`src/rtl/sync_fifo_pkg.sv`:
```
// Shared constants and types for the synchronous FIFO controller.
package sync_fifo_pkg;

    localparam int DWIDTH_DEF = 8;
    localparam int AWIDTH_DEF = 4;

    // Status flag bundle produced from registered pointer state
    typedef struct packed {
        logic full;
        logic empty;
        logic almost_full;
        logic almost_empty;
    } fifo_status_t;

endpackage : sync_fifo_pkg

```
`src/rtl/sync_fifo_mem.sv`:
```
// FIFO storage: one synchronous write port, one registered read port, no reset.
module sync_fifo_mem
    import sync_fifo_pkg::*;
#(
    parameter int DWIDTH = DWIDTH_DEF,
    parameter int AWIDTH = AWIDTH_DEF
) (
    input  logic              clk,
    input  logic              i_wr_en,
    input  logic [AWIDTH-1:0] i_wr_addr,
    input  logic [DWIDTH-1:0] i_wr_data,
    input  logic              i_rd_en,
    input  logic [AWIDTH-1:0] i_rd_addr,
    output logic [DWIDTH-1:0] o_rd_data
);

    logic [DWIDTH-1:0] r_mem [2**AWIDTH];
    logic [DWIDTH-1:0] r_rd_data;

    // Store the write word at the addressed location
    always_ff @(posedge clk) begin
        if (i_wr_en) begin
            r_mem[i_wr_addr] <= i_wr_data;
        end
    end

    // Capture the read word; holds its value when no read is requested
    always_ff @(posedge clk) begin
        if (i_rd_en) begin
            r_rd_data <= r_mem[i_rd_addr];
        end
    end

    assign o_rd_data = r_rd_data;

endmodule : sync_fifo_mem

```
`src/rtl/sync_fifo_ctrl.sv`:
```
// Synchronous FIFO controller: pointers, occupancy, status flags and
// optional sticky overflow/underflow flags (enabled by SYNC_FIFO_ERR_EN).
module sync_fifo_ctrl
    import sync_fifo_pkg::*;
#(
    parameter int DWIDTH    = DWIDTH_DEF,
    parameter int AWIDTH    = AWIDTH_DEF,
    parameter int AFULL_TH  = (2**AWIDTH) - 2,
    parameter int AEMPTY_TH = 2
) (
    input  logic              clk,
    input  logic              rst,
`ifdef SYNC_FIFO_ERR_EN
    input  logic              err_clr,
    output logic              overflow,
    output logic              underflow,
`endif
    input  logic              wr_en,
    input  logic [DWIDTH-1:0] din,
    input  logic              rd_en,
    output logic [DWIDTH-1:0] dout,
    output logic              dout_valid,
    output logic              full,
    output logic              empty,
    output logic              almost_full,
    output logic              almost_empty,
    output logic [AWIDTH:0]   count
);

    localparam logic [AWIDTH:0] DEPTH_V     = {1'b1, {AWIDTH{1'b0}}};
    localparam logic [AWIDTH:0] AFULL_TH_V  = AFULL_TH[AWIDTH:0];
    localparam logic [AWIDTH:0] AEMPTY_TH_V = AEMPTY_TH[AWIDTH:0];

    logic [AWIDTH:0]   r_wptr;
    logic [AWIDTH:0]   r_rptr;
    logic              r_dout_valid;
    logic              r_rd_seen;     // a read has completed since reset
    logic [AWIDTH:0]   w_count;
    logic              w_wr_acc;
    logic              w_rd_acc;
    logic [DWIDTH-1:0] w_rd_data;
    fifo_status_t      w_status;

    assign w_count  = r_wptr - r_rptr;
    assign w_wr_acc = wr_en && !w_status.full;
    assign w_rd_acc = rd_en && !w_status.empty;

    // Derive status flags from the registered occupancy
    always_comb begin
        w_status              = '0;
        w_status.empty        = (w_count == {(AWIDTH+1){1'b0}});
        w_status.full         = (w_count == DEPTH_V);
        w_status.almost_full  = (w_count >= AFULL_TH_V);
        w_status.almost_empty = (w_count <= AEMPTY_TH_V);
    end

    // Advance write/read pointers on accepted transfers; wrap bit rides in the MSB
    always_ff @(posedge clk or posedge rst) begin
        if (rst) begin
            r_wptr <= {(AWIDTH+1){1'b0}};
            r_rptr <= {(AWIDTH+1){1'b0}};
        end else begin
            if (w_wr_acc) begin
                r_wptr <= r_wptr + {{AWIDTH{1'b0}}, 1'b1};
            end
            if (w_rd_acc) begin
                r_rptr <= r_rptr + {{AWIDTH{1'b0}}, 1'b1};
            end
        end
    end

    // Flag fresh read data; r_rd_seen masks the unreset read register to zero after reset
    always_ff @(posedge clk or posedge rst) begin
        if (rst) begin
            r_dout_valid <= 1'b0;
            r_rd_seen    <= 1'b0;
        end else begin
            r_dout_valid <= w_rd_acc;
            if (w_rd_acc) begin
                r_rd_seen <= 1'b1;
            end
        end
    end

    sync_fifo_mem #(
        .DWIDTH (DWIDTH),
        .AWIDTH (AWIDTH)
    ) u_mem (
        .clk       (clk),
        .i_wr_en   (w_wr_acc),
        .i_wr_addr (r_wptr[AWIDTH-1:0]),
        .i_wr_data (din),
        .i_rd_en   (w_rd_acc),
        .i_rd_addr (r_rptr[AWIDTH-1:0]),
        .o_rd_data (w_rd_data)
    );

    assign dout         = r_rd_seen ? w_rd_data : {DWIDTH{1'b0}};
    assign dout_valid   = r_dout_valid;
    assign full         = w_status.full;
    assign empty        = w_status.empty;
    assign almost_full  = w_status.almost_full;
    assign almost_empty = w_status.almost_empty;
    assign count        = w_count;

`ifdef SYNC_FIFO_ERR_EN
    logic r_overflow;
    logic r_underflow;

    // Sticky violation flags; a new violation wins over a simultaneous clear
    always_ff @(posedge clk or posedge rst) begin
        if (rst) begin
            r_overflow  <= 1'b0;
            r_underflow <= 1'b0;
        end else begin
            if (wr_en && w_status.full) begin
                r_overflow <= 1'b1;
            end else if (err_clr) begin
                r_overflow <= 1'b0;
            end
            if (rd_en && w_status.empty) begin
                r_underflow <= 1'b1;
            end else if (err_clr) begin
                r_underflow <= 1'b0;
            end
        end
    end

    assign overflow  = r_overflow;
    assign underflow = r_underflow;
`endif

endmodule : sync_fifo_ctrl

```
`config.mk`:
```
export PLATFORM = sky130hd
export DESIGN_NAME = sync_fifo_ctrl
export DESIGN_NICKNAME = d
export VERILOG_FILES = /design/src/rtl/sync_fifo_pkg.sv /design/src/rtl/sync_fifo_mem.sv /design/src/rtl/sync_fifo_ctrl.sv
export SDC_FILE = /design/constraint.sdc
export NUM_CORES = 1
export LEC_CHECK = 0
export ABC_AREA = 1
export ABC_CLOCK_PERIOD_IN_PS = 2700
export CAP_MARGIN = 0
export CORE_ASPECT_RATIO = 0.9
export CORE_MARGIN = 8
export CORE_UTILIZATION = 44
export CTS_BUF_LIST = sky130_fd_sc_hd__clkbuf_8
export CTS_CLUSTER_DIAMETER = 100
export CTS_CLUSTER_SIZE = 12
export DETAILED_ROUTE_END_ITERATION = 16
export GPL_TIMING_DRIVEN = 0
export PLACE_DENSITY_LB_ADDON = 0.2
export SLEW_MARGIN = 25
export SYNTH_ARGS = -nofsm -noshare
export SYNTH_HDL_FRONTEND = slang
export SYNTH_SLANG_ARGS = --single-unit
```
`constraint.sdc`:
```
create_clock -name clk -period 2.7 [get_ports clk]
set_input_delay 0.27 -clock clk [delete_from_list [all_inputs] [get_ports clk]]
set_output_delay 0.27 -clock clk [all_outputs]
set_load 0.05 [all_outputs]
```
==> flow_results.org, run 1 <==
** Detailed routing
- Average via count per standard cell :: 5.29
- Dividing the detail-routed wire length by the instance count gives around 19 µm.
- Top Metal Used :: met4
- Wirelength, routed :: between 15 and 20 mm
- DR vias :: roughly 4.2k
- Pre-antenna DRT Iters :: 5
- Met3 wire length :: between 800 and 900 µm
- Number of nets with antenna violations after routing :: 0
- In the routed design, unresolved DRC markers number 0.
- Metal1 wirelength :: 6.74 mm
- The detailed router finished its first iteration with 309 violations.
- Summed over all nets, wire length on met2 after detailed routing comes to about 7.4 mm.

** Power
- The worst-case IR drop observed on VDD is 808 µV.
- Power per unit of standard cell area :: between 1000 and 1500 nW/µm²
- Power consumption :: just over 9000 µW
- Leakage power of the design :: approximately 0.0026 µW

** Timing
- Based on the critical path, the design can be clocked at up to between 300 and 400 MHz.
- Number of max-slew violations in the final report :: 0
- Slack of the critical path :: approximately 0.057 ns
- Clk_skew :: 0.0160 ns
- Setup repair after global routing could not meet its margin everywhere.
- Worst slew pin tran :: 0.792 ns
- Relative slew margins :: 47.0%
- For the final routed database, the setup TNS stands at 0 ns.
- Period utilisation layout :: 97.9%
- Minimum clock period after layout :: roughly 2.6 ns
- Setup Viol. Count Final :: 0
- The final hold violation count came to 0.

** Synth
- Area contributors post-synth :: edfxtp_1 (65%), nor2_1 (5.7%), o21ai_0 (5.2%)
- The cell area that synthesis handed to floorplanning was approximately 6300 µm².
- In the synthesized netlist the dominant register cell turns out to be edfxtp_1.
- Post-synthesis async set-or-reset flop share :: 8.11%
- Number of standard cells after synthesis :: 540
- Share of the synthesized area in the top cell type :: between 60% and 70%
- Yosys reg bits :: roughly 150
- Yosys mapped a number of flops with a built-in enable equal to ~140.
- Post-synthesis sequential area ratio :: ~70%
- When the netlist entered floorplanning its net count stood at 562.
- Mean area per synthesized cell :: between 10 and 15 µm²
- The largest total area in the synthesized netlist belongs to edfxtp_1.
- Among all cell types in the netlist, the one instantiated most often is edfxtp_1.
- Synth unique cells :: 27
- Syn. warnings :: 0
- The commonest cells after synthesis are edfxtp_1 (136), nor2_1 (96), nand2_1 (78).

** Final layout
- Leaving out filler cells and counting taps, the final layout contains approximately 800.
- From synthesis to final layout, the design area changed by 18.3%.
- In the final design database the tool counted around 600 nets.
- Number of antenna diodes :: 0
- Of the cells placed in the final design, the portion with a size suffix greater than 1 is between 15 and 20%.
- End-of-flow core utilization :: between 50% and 60%

** Critical path
- In this run the worst path has a maximum fanout of 10.
- The critical path ends at u_mem.r_mem[3][7]$_DFFE_PP_.
- Data arrives at the worst endpoint at roughly 2.7 ns.
- STA classifies the critical path startpoint as a flip-flop.
- Crit. End Element :: flip-flop
- STA puts the critical path data required time at roughly 2.8 ns.
- The endpoint identified for the worst register-to-register timing path is u_mem.r_mem[3][7]$_DFFE_PP_.
- In this run the register-to-register setup slack is roughly 0.057 ns.
- Counting cells, the worst reg-to-reg path comes to 10.
- In this run the critical register-to-register path is launched from r_rptr[1]$_DFFE_PP0P_.
- In this run the worst setup path begins at r_rptr[1]$_DFFE_PP0P_.
- Crit Path Class :: flip-flop to flip-flop

** GRT
- Global routing finished with a remaining overflow of 0.
- Pin count of the biggest net entering global routing :: 17
- Vias in the first global route :: 4,288
- Antenna violations before repair :: 0
- Global routing consumed, over all layers together, between 15 and 20% of the routing resources.
- Wire length of the first global-routing pass :: between 20 and 25 mm

** Placement
- DP HPWL :: between 10 and 15 mm
- Number of port buffers :: 29
- OpenSTA, run right after detailed placement, puts the worst setup slack at -0.816 ns.
- After detailed placement, the design holds a cell count of 762.
- At the end of routability-driven placement, the weighted congestion stood at around 0.81.

** CTS
- Clock insertion delay at the later pin of the skew report :: ~0.44 ns
- TritonCTS clock tree :: built
- The number of clock buffers added by TritonCTS is 17.
- The clock tree synthesis step divided the H-tree into 4 levels.
- In this run the clock root is driven by a clkbuf_8.
- Maximum count of clock buffers along a single path :: 2
- Clock-pin slew was measured on the worst setup and hold paths at 0.09 ns.
- TritonCTS Sinks :: 148

** Floorplan
- The die is between 100 and 150 µm wide.
- The initial utilization of the core area, before any placement, comes to about 45%.
- In this run the standard cell core region covers around 14,000 µm².
- Die Outline Area :: about 18,000 µm²
- During I/O placement, the number of pins put on the boundary was 30.
- Site Rows :: 41
- Height of the die :: around 130 µm

** Run status
- Run status :: finished, final reports clean

** Hold path
- The tightest min-delay check is of the input pin to asynchronous set/reset pin type.

** Run
- Max-cap violations in this run came to 0.
stage by stage:
| step | cell area (µm²) | hold slack (ns) |
|---|---|---|
| final | 7440 | 0.154 |
| after global routing | 7440 | 0.207 |
| after CTS | 7310 | 0.148 |
| after detailed placement | 6870 | 0.495 |
| after global placement | 6870 | 0.486 |
| after floorplan | 6330 | 0.135 |
logic make-up (layout without fill, tap and decap cells):
group	count (synthesis)	count (layout)	share of synthesized area, %
AOI/OAI and AO/OA	100	100	9.00
xor gates and xnor gates	7	7	0.974
adders and majority gates	10	10	2.11
buffers and inverters	57	126	3.88
DFF	148	148	69.6
and+or+nand+nor	218	218	14.4
worst min-delay path by stage:
stage / to / slack [ns]
2_1_floorplan: dout_valid$_DFF_PP0_ / 0.13
3_3_place_gp: r_rptr[3]$_DFFE_PP0P_ / 0.49
3_5_place_dp: r_rptr[3]$_DFFE_PP0P_ / 0.49
4_1_cts: r_rptr[4]$_DFFE_PP0P_ / 0.15
5_1_grt: r_rptr[4]$_DFFE_PP0P_ / 0.21
6_report: r_rptr[4]$_DFFE_PP0P_ / 0.15
power by group:
part	total (µW)	switching, µW	internal (µW)
clock	1760	827	935
sequential	3040	163	2880
combinational	4470	3130	1330
flip-flops by register name, summed over array words and instances (netlist names):
| signal | count |
|---|---|
| dout_valid | 1 |
| r_rd_seen | 1 |
| r_rptr | 5 |
| r_wptr | 5 |
| u_mem.o_rd_data | 8 |
| u_mem.r_mem | 128 |
cells in the final DEF (no fill, tap or decap), drive strengths merged:
master         Yosys  final
clkbuf            13     30
clkinvlp           0      3
buf               13     28
dlygate4sd2        0      2
ha                 9      9
xor2               7      7
a21oi              2      2
nand2             81     81
nand3             35     35
bufinv             0      3
nor2             101    101
o31ai              1      1
clkinv             2      3
inv               29     36
dfrtp             12     12
o211ai            16     16
o22ai             16     16
fa                 1      1
nor3               1      1
o21ai             65     65
edfxtp           136    136
clkdlybuf4s50      0     21
repair_timing:
action	in CTS	in global routing
resized for setup	43	30
setup endpoints to repair	155	143
hold buffers	0	0
buffers inserted	3	7
pin swaps	0	3
layer usage:
| metal | vias up | track usage (%) |
|---|---|---|
| met5 | - | 0 |
| met4 | 0 | 6.31 |
| met3 | 23 | 3.31 |
| li1 | 2017 | - |
| met1 | 2085 | 22.9 |
| met2 | 120 | 29.2 |
critical path, stage by stage, from the launching register on:
cell and delay (ns):
dfrtp_2 0.48, clkinvlp_4 0.19, fa_2 0.45, nand3_2 0.12, nand2_1 0.07, nand2_1 0.08, nand2_2 0.09, nand3_4 0.14
nand2_4 0.07, buf_6 0.17, nor2_2 0.43
layout make-up:
cell class / instances / area, µm²
inverters: 31 / 126
multi-input cells: 335 / 1810
fillers: 1224 / 6560
repair buffers: 39 / 354
flip-flops and latches: 148 / 4390
clock buffers: 18 / 248
well taps: 193 / 241
plain buffers: 24 / 120
clock inverters: 14 / 158
Power figures use the tool's default switching activity.
==> run 2: changes to the inputs <==
--- a/config.mk
+++ b/config.mk
@@ -11,3 +11,3 @@
 export CORE_ASPECT_RATIO = 0.9
-export CORE_MARGIN = 8
+export CORE_MARGIN = 2
 export CORE_UTILIZATION = 44
--- a/constraint.sdc
+++ b/constraint.sdc
@@ -3,2 +3,2 @@
 set_output_delay 0.27 -clock clk [all_outputs]
-set_load 0.05 [all_outputs]
+set_load 0.1 [all_outputs]
==> flow_results.org, run 2 (same netlist as run 1, synthesis figures left out) <==
** Run status
- The run finished with clean final reports.

** Final layout
- Non-Filler Cell Area, Final :: 7610 µm² (+2.2%)
- Top library cells by usage in the layout, fill and taps aside :: edfxtp_1 (136), nor2_1 (84), nand2_1 (74)
- Ratio of cells with drive above 1 in the final layout :: 17.6% (+1.7 points)
- End-of-flow core utilization :: 54.3% (+1.2 points)
- Leading cell type in the layout, fill and taps excluded :: edfxtp_1
- Flip-flop count of the largest register, all copies and words added :: 128 (unchanged)
- Largest Register :: u_mem.r_mem
- Layout Area Growth over Synthesis :: 20.9%
- Number of nets in the layout :: 618 (unchanged)
- The number of standard cells in the layout, taps in and fillers out came to 801 (-0.12%).
- The number of diodes came to 0 (unchanged).

** GRT
- The initial antenna violation count is 0 (unchanged).
- Wire length of the first global-routing pass :: 23.4 mm (-2.1%)
- Overall overflow remaining after global route :: 0 (unchanged)
- The routing usage on met1 was 30.9% (+8.0 points).
- Global-route met3 utilization :: 4.95% (+1.6 points)
- The all-layer global routing usage was 20.9% (+3.3 points).
- Pin count of the biggest net entering global routing :: 17 (unchanged)
- The number of global-route vias before repair is 4,061 (-5.3%).
- After global routing, the most crowded layer is met2.
- The met2 global-route usage is 31.1% (+1.9 points).

** Floorplan
- Core Region :: 14,000 µm² (unchanged)
- Die Outline Area :: 15,300 µm² (-17%)
- The initial core utilization was 44.9% (unchanged).
- The number of ports placed on the die boundary was 30 (unchanged).
- The vertical die dimension came to 117 µm (-9.3%).
- Site Rows :: 41 (unchanged)
- The horizontal extent of the die was 130 µm (-8.4%).

** Critical path
- Crit Path Class :: flip-flop to output pin
- The critical path data required time was 2.43 ns (-0.35 ns).
- Worst reg-to-reg setup slack :: 0.15 ns (+0.09 ns)
- The largest driver fanout on the critical path came to 4 (-6).
- Startpoint types :: flip-flop
- The signal arrival time at the worst endpoint was 2.34 ns (-0.38 ns).
- The number of cells on the worst reg-to-reg path is 13 (+3).
- STA classifies the critical path endpoint as an output pin.

** Timing
- Minimum clock period after layout :: 2.61 ns (-0.0352 ns)
- The setup skew after layout was 0.0108 ns (-0.00516 ns).
- The post-route fraction of the period consumed by the critical path is 96.6% (-1.3 points).
- The achievable clock frequency came to 383 MHz (+1.4%).
- Number of max-slew violations in the final report :: 0 (unchanged)
- Relative slew margins :: 33.9% (-13 points)
- The total of endpoints with negative setup slack in the final report is 0 (unchanged).
- Worst slew pin tran :: 0.990 ns (+0.198 ns)
- Count of endpoints failing hold in the final timing report :: 0 (unchanged)
- Slack of the critical path :: 0.0921 ns (+0.0352 ns)

** Detailed routing
- Routed len/inst :: 19.2 µm (+0.68%)
- Pre-antenna DRT Iters :: 5 (unchanged)
- DRC violation total after the first TritonRoute iteration :: 555 (+80%)
- The via count came to 4,329 (+2.0%).
- The post-detailed-routing wire length came to 15.4 mm (+0.55%).
- Average via count per standard cell :: 5.40 (+2.1%)
- The residual DRC count came to 0 (unchanged).
- The final antenna-violating net count was 0 (unchanged).

** Placement
- Number of placed cells counting well taps :: 762 (unchanged)
- Post-place instance area :: 7050 µm² (+2.7%)
- GP Congestion :: 0.818 (+0.85%)
- The pre-CTS setup slack was -0.673 ns (+0.143 ns).
- Number of port buffers :: 29 (unchanged)
- The HPWL after detailed placement is 10.1 mm (-1.7%).

** Hold path
- The min-delay analysis places its worst path in the category input pin to asynchronous set/reset pin.

** CTS
- The register clock-pin slew on the reported worst setup and hold paths is 0.08 ns (about the same).
- Maximum count of clock buffers along a single path :: 2 (unchanged)
- The total of hold buffers inserted after clock tree synthesis is 0 (unchanged).
- The number of clock buffers inserted by TritonCTS is 17 (unchanged).
- H-tree lvl count :: 4 (unchanged)
- Clock insertion delay at the later pin of the skew report :: 0.44 ns (about the same)
- The tree is rooted in a clkbuf_8.
- TritonCTS built the clock tree.
- The total clock sinks was 148 (unchanged).

** Run
- The number of violations of the max-capacitance limit came to 0 (unchanged).
## run 2: stage by stage
| step | TNS (ns) | hold slack [ns] |
|---|---|---|
| 5_1_grt | -0.0308 | 0.223 |
| 3_3_place_gp | -3.10 | 0.476 |
| 3_5_place_dp | -3.25 | 0.502 |
| 6_report | 0 | 0.211 |
| 2_1_floorplan | -10.04 | 0.135 |
| 4_1_cts | 0 | 0.185 |
## run 2: final timing paths
path / startpoint / endpoint
setup reg to reg: r_wptr[0]$_DFFE_PP0P_ / u_mem.r_mem[15][2]$_DFFE_PP_
setup / recovery: r_wptr[0]$_DFFE_PP0P_ / count[0]
hold reg to reg: r_rptr[3]$_DFFE_PP0P_ / r_rptr[3]$_DFFE_PP0P_
min in group clk: r_rptr[3]$_DFFE_PP0P_ / r_rptr[3]$_DFFE_PP0P_
hold / removal: rst / r_rd_seen$_DFFE_PP0P_
max in group asynchronous: rst / r_rptr[2]$_DFFE_PP0P_
## run 2: final cells by class
type / count / area (µm²)
timing repair buffer: 37 / 403
multi-input combinational: 335 / 1890
tap: 193 / 241
fill: 1181 / 6400
sequential: 148 / 4390
buffer: 26 / 148
inverter: 31 / 135
clock buffer: 17 / 234
clock inverter: 14 / 164
## run 2: repair_timing
action                                  4_1_cts  5_1_grt
pin swaps                                     4       10
resized for setup                            53       19
endpoints found under the setup margin       15       30
setup buffers                                 6        2
## run 2: critical path, cell delays in order, from the launching register on
cell and delay (ns):
dfrtp_1 0.40, inv_2 0.11, ha_4 0.22, inv_1 0.05
clkdlybuf4s50_1 1.12
## run 2: routing by layer
metal	share of wire, %	vias up
met5	0	-
met4	1.6	0
met3	7.1	19
met2	47	162
met1	45	2139
li1	-	2009
Power of run 2 is not shown: default switching activity piles up to over one toggle a cycle in this logic, so the estimate is an artifact.
